==> config.mk <==
export PLATFORM = sky130hd
export DESIGN_NAME = ifetch_unit_flat
export DESIGN_NICKNAME = d
export VERILOG_FILES = /design/src/rtl/ifetch_unit_if.sv /design/src/rtl/ifetch_unit.sv /design/src/flat_wrapper.sv
export SDC_FILE = /design/constraint.sdc
export NUM_CORES = 1
export LEC_CHECK = 0
export ABC_AREA = 0
export CAP_MARGIN = 20
export CORE_MARGIN = 5
export CORE_UTILIZATION = 25
export CTS_BUF_LIST = sky130_fd_sc_hd__clkbuf_8
export DETAILED_ROUTE_END_ITERATION = 7
export GPL_ROUTABILITY_DRIVEN = 0
export SYNTH_ARGS = -nofsm -noshare
export SYNTH_HDL_FRONTEND = slang
export SYNTH_SLANG_ARGS = --single-unit
==> constraint.sdc <==
create_clock -name clk -period 5.1 [get_ports clk]
set_input_delay 0.51 -clock clk [delete_from_list [all_inputs] [get_ports clk]]
set_output_delay 0.51 -clock clk [all_outputs]
set_load 0.05 [all_outputs]
==> src/rtl/ifetch_unit_if.sv <==
// rtl/ifetch_unit_if.sv - fetch unit bus bundle: imem request/response, redirect, decode handoff
interface ifetch_unit_if;
  logic        imem_req_valid;
  logic        imem_req_ready;
  logic [31:0] imem_req_addr;
  logic        imem_rsp_valid;
  logic [31:0] imem_rsp_data;
  logic        redirect_valid;
  logic [31:0] redirect_pc;
  logic        dec_valid;
  logic        dec_ready;
  logic [31:0] dec_instr;
  logic [31:0] dec_pc;

  modport master (
    output imem_req_valid, imem_req_addr, dec_valid, dec_instr, dec_pc,
    input  imem_req_ready, imem_rsp_valid, imem_rsp_data, redirect_valid, redirect_pc, dec_ready
  );

  modport slave (
    input  imem_req_valid, imem_req_addr, dec_valid, dec_instr, dec_pc,
    output imem_req_ready, imem_rsp_valid, imem_rsp_data, redirect_valid, redirect_pc, dec_ready
  );
endinterface

==> src/rtl/ifetch_unit.sv <==
// rtl/ifetch_unit.sv - credit-limited instruction fetch with in-order response buffer and redirect flush
module ifetch_unit #(
  parameter logic [31:0] RESET_PC = 32'h0000_0000,
  parameter int          DEPTH    = 4
) (
  input logic           clk,
  input logic           rst,
  ifetch_unit_if.master bus
);
  localparam int PW = $clog2(DEPTH);
  localparam int CW = PW + 1;
  localparam logic [CW:0] DEPTH_W = (CW+1)'(DEPTH);

  logic [31:0]   fetch_pc;
  logic [31:0]   fifo_pc    [DEPTH];
  logic [31:0]   fifo_instr [DEPTH];
  logic [PW-1:0] head;
  logic [PW-1:0] tail;
  logic [CW-1:0] count;
  logic [CW-1:0] outstanding;
  logic [CW-1:0] drop;

  logic        has_head;
  logic        credit_ok;
  logic        req_fire;
  logic        rsp_take;
  logic        rsp_keep;
  logic        pop;
  logic [31:0] rsp_pc;

  assign has_head  = !rst && (count != '0);
  assign credit_ok = ({1'b0, count} + {1'b0, outstanding}) < DEPTH_W;

  assign bus.imem_req_valid = !rst && !bus.redirect_valid && credit_ok;
  assign bus.imem_req_addr  = fetch_pc;
  assign bus.dec_valid      = has_head;
  assign bus.dec_instr      = has_head ? fifo_instr[head] : 32'd0;
  assign bus.dec_pc         = has_head ? fifo_pc[head]    : 32'd0;

  assign req_fire = bus.imem_req_valid && bus.imem_req_ready;
  assign rsp_take = bus.imem_rsp_valid && (outstanding != '0);
  assign rsp_keep = rsp_take && !bus.redirect_valid && (drop == '0);
  assign pop      = has_head && bus.dec_ready;

  // Once stale responses are drained every in-flight request belongs to one
  // contiguous run ending just below fetch_pc, so the oldest one's address
  // falls out of the outstanding count without an address queue.
  assign rsp_pc = fetch_pc - 32'({outstanding, 2'b00});

  always_ff @(posedge clk) begin
    if (rst) begin
      fetch_pc    <= RESET_PC;
      head        <= '0;
      tail        <= '0;
      count       <= '0;
      outstanding <= '0;
      drop        <= '0;
    end else begin
      outstanding <= outstanding + CW'(req_fire) - CW'(rsp_take);
      if (bus.redirect_valid) begin
        fetch_pc <= bus.redirect_pc & ~32'd3;
        head     <= '0;
        tail     <= '0;
        count    <= '0;
        drop     <= outstanding - CW'(rsp_take);
      end else begin
        if (req_fire) begin
          fetch_pc <= fetch_pc + 32'd4;
        end
        if (rsp_take && (drop != '0)) begin
          drop <= drop - CW'(1);
        end
        if (rsp_keep) begin
          tail <= tail + PW'(1);
        end
        if (pop) begin
          head <= head + PW'(1);
        end
        count <= count + CW'(rsp_keep) - CW'(pop);
      end
    end
  end

  always_ff @(posedge clk) begin
    if (rsp_keep) begin
      fifo_pc[tail]    <= rsp_pc;
      fifo_instr[tail] <= bus.imem_rsp_data;
    end
  end
endmodule
==> src/flat_wrapper.sv <==
// flat-port wrapper written by rule: the top's interface ports become plain ports
module ifetch_unit_flat 
#(
  parameter logic [31:0] RESET_PC = 32'h0000_0000,
  parameter int          DEPTH    = 4
)
  (clk, rst, bus_imem_req_valid, bus_imem_req_addr, bus_dec_valid, bus_dec_instr, bus_dec_pc, bus_imem_req_ready, bus_imem_rsp_valid, bus_imem_rsp_data, bus_redirect_valid, bus_redirect_pc, bus_dec_ready);
  ifetch_unit_if bus_i ();
  input logic clk;
  input logic rst;
  output wire logic [$bits(bus_i.imem_req_valid)-1:0] bus_imem_req_valid;
  output wire logic [$bits(bus_i.imem_req_addr)-1:0] bus_imem_req_addr;
  output wire logic [$bits(bus_i.dec_valid)-1:0] bus_dec_valid;
  output wire logic [$bits(bus_i.dec_instr)-1:0] bus_dec_instr;
  output wire logic [$bits(bus_i.dec_pc)-1:0] bus_dec_pc;
  input wire logic [$bits(bus_i.imem_req_ready)-1:0] bus_imem_req_ready;
  input wire logic [$bits(bus_i.imem_rsp_valid)-1:0] bus_imem_rsp_valid;
  input wire logic [$bits(bus_i.imem_rsp_data)-1:0] bus_imem_rsp_data;
  input wire logic [$bits(bus_i.redirect_valid)-1:0] bus_redirect_valid;
  input wire logic [$bits(bus_i.redirect_pc)-1:0] bus_redirect_pc;
  input wire logic [$bits(bus_i.dec_ready)-1:0] bus_dec_ready;
  assign bus_imem_req_valid = bus_i.imem_req_valid;
  assign bus_imem_req_addr = bus_i.imem_req_addr;
  assign bus_dec_valid = bus_i.dec_valid;
  assign bus_dec_instr = bus_i.dec_instr;
  assign bus_dec_pc = bus_i.dec_pc;
  assign bus_i.imem_req_ready = bus_imem_req_ready;
  assign bus_i.imem_rsp_valid = bus_imem_rsp_valid;
  assign bus_i.imem_rsp_data = bus_imem_rsp_data;
  assign bus_i.redirect_valid = bus_redirect_valid;
  assign bus_i.redirect_pc = bus_redirect_pc;
  assign bus_i.dec_ready = bus_dec_ready;
  ifetch_unit #(.RESET_PC(RESET_PC), .DEPTH(DEPTH)) u_core (.clk(clk), .rst(rst), .bus(bus_i));
endmodule
==> results.md <==
* Status: finished clean
* Max FO, Critical Path at 31
* I/O Buffers at 161
* DIE HEIGHT at 235 um
* Number of hold buffers added after cts at 0
* Remaining routing DRC violations at 0
* Layout area overhead at 27.3%
* Worst EP arrival at 3.32 ns
* Clk_lat worst skew at 0.63 ns
* Die width at 235 um
* Root Driver: clkbuf_8
* Final WL at 31200 um
* Cell Rows at 82
* Vias in the first global route at 8059
* ANT nets after route at 0
* CORE AREA at 50100 um2
* Flops & latches, synth at 293
* I/O pins at 168
* Hold Fails Final Rpt at 0
* Clock skew at 0.0424 ns
* Synth top area share at 0.589
* Fmax at 261 MHz
* Layout cells sized above 1 at 0.169
* Final Net Count at 1087
* CTS tree: yes
* Max_slew headroom at 0.294
* Max Root-Sink Buffers at 3
* Fill cells at 5090
* Beginning of the worst hold path: bus_redirect_valid
* Initial core utilization at 0.252
* Mapped Cells at 820
* Placed cell count at 1612
* Seq/Total Area, Yosys at 0.660
* Reg area at 8360 um2
* Final period utilization at 0.751
* CP endpoint kind: output port
* Critical Path Start Type: flop
* DR pass1 iterations at 5
* Top cells by count, synth: edfxtp_1 (248), and2_1 (72), mux4_2 (62), dfxtp_1 (45), clkbuf_1 (38)
* Synthesized cell area at 12600 um2
* Largest net degree at the start of global routing at 63
* Number of CTS-inserted buffers at 53
* Final Slew Violations at 0
* H-tree depth at 2
* Netlist cell types at 52
* Initial antenna violation count at 0
* Initial drt markers at 404
* Setup CP Type: flop to output port
* Setup_tns at 0 ns
* Cell Pwr Density at 367 nW/um2
* Mean routed wirelength per cell at 18.2 um
* Clk slew on worst S/H paths at 0.06 ns
* Area of the multi-input gates at 3990 um2
* Number of max-cap violations at 0
* TritonCTS Sinks at 293
* Total design power at 5.90 mW
* Synth Warn # at 0
* Asr flop ratio synth at 0
* Hold Crit Class: input port to flop
* Die area at 55200 um2
* Post-Route Utilization at 0.321
* RSZ-0062 raised after global routing: false
* Post-DP HPWL at 19600 um
* Hold WS at 0.302 ns
* Top post-synthesis cells by area: edfxtp_1 (59%), mux4_2 (11%), dfxtp_1 (7.1%)
* Global-route wire length before repair at 48600 um
* Crit path time final at 3.83 ns
* Mean cell area of the mapped netlist at 15.4 um2
* Post-synth top area cell: edfxtp_1
* Post-route insts no fill at 1712
* EDFF count, synth at 248
* DR vias at 7504
* Most common cell in the netlist: edfxtp_1
* Post-CTS sizing at 0
* Least-Margin Pin Slew at 1.06 ns
* Vias per std cell at 4.38
* Worst r2r src: u_core.bus.imem_req_addr[2]$_SDFFE_PP0P_
* Peak VDD IR at 0.000175 V
* Setup-failing EPs final at 0
* Leak at 5.29 nW
* Critical Path RT at 4.59 ns
* GRT Total Usage at 0.112
* Primary FF master, synth: edfxtp_1
* Grt total ovfl at 0
* Post-CTS Setup Bufs at 0
==> sequential cells by signal, indices dropped and copies added (netlist names), named ones only <==
name                      cells
u_core.tail                   2
u_core.outstanding            3
u_core.fifo_pc              120
u_core.fifo_instr           128
u_core.drop                   3
u_core.bus.imem_req_addr     30
u_core.head                   2
u_core.count                  3
==> where the power goes <==
group,leakage (nW),switching [mW],total (mW),internal (mW)
registers,2.62,0.0744,2.83,2.76
clock network,0.599,1.03,2.28,1.26
logic,2.07,0.470,0.785,0.315
total,5.29,1.57,5.90,4.33
==> cells by family after synthesis <==
kind of cell,count (synthesis),share of synthesized area
DFF,293,0.660
and+or+nand+nor,241,0.108
buffers and inverters,84,0.0267
muxes,67,0.115
AOI/OAI and AO/OA,61,0.0312
xor gates and xnor gates,52,0.0366
adders and majority gates,21,0.0226
other,1,0.000297
==> metal layers <==
layer | share of wire | GRT usage | wire, um
met1 | 0.46 | 0.149 | 14300
met2 | 0.45 | 0.178 | 14100
met3 | 0.068 | 0.0326 | 2120
met4 | 0.021 | 0.0363 | 665
met5 | 0 | 0 | 0
==> critical path: stages, from the launching register on <==
cell	delay (ns)
dfxtp_4	0.80
buf_4	0.40
mux4_2	0.60
and2_1	0.19
clkdlybuf4s50_1	0.70
==> worst paths after layout <==
path | endpoint | slack (ns) | cells after the start
worst min register to register | flop | 0.55 | 2
worst min-delay path | u_core.drop[1]$_SDFFE_PP0P_ | 0.30 | 3
worst max register to register | u_core.fifo_pc[0][30]$_DFFE_PP_ | 1.67 | 9
worst max-delay path | bus_dec_pc[9] | 1.27 | 4
==> placed cells by master (no fill, tap or decap), types with 16 or more instances in the layout <==
master / netlist / layout
edfxtp_1: 248 / 248
inv_1: 29 / 38
nand4_1: 16 / 16
clkinv_2: 0 / 17
nand2_1: 23 / 23
clkdlybuf4s50_1: 0 / 160
clkbuf_8: 0 / 54
nor2_1: 36 / 35
a21oi_1: 16 / 16
ha_1: 18 / 18
and2_1: 72 / 68
xnor2_1: 30 / 30
dfxtp_1: 45 / 43
nand3_1: 16 / 16
nor3_1: 23 / 23
mux4_2: 62 / 62
xor2_1: 21 / 21
==> stage by stage <==
| step | area (um2) | setup WS [ns] |
|---|---|---|
| 2_1_floorplan | 12700 | 1.89 |
| 3_3_place_gp | 15000 | 1.40 |
| 3_5_place_dp | 15000 | 1.38 |
| 4_1_cts | 16100 | 1.06 |
| 5_1_grt | 16100 | 0.994 |
| 6_report | 16100 | 1.27 |
==> final cells by class <==
type	instances	area share
Antenna cell	1	0.000155
Clock buffer	54	0.0462
Clock inverter	44	0.0215
Inverter	29	0.00676
Multi-Input combinational cell	446	0.248
Sequential cell	293	0.519
Tap cell	672	0.0522
Timing Repair Buffer	173	0.106
(Power assumes the default switching activity.)
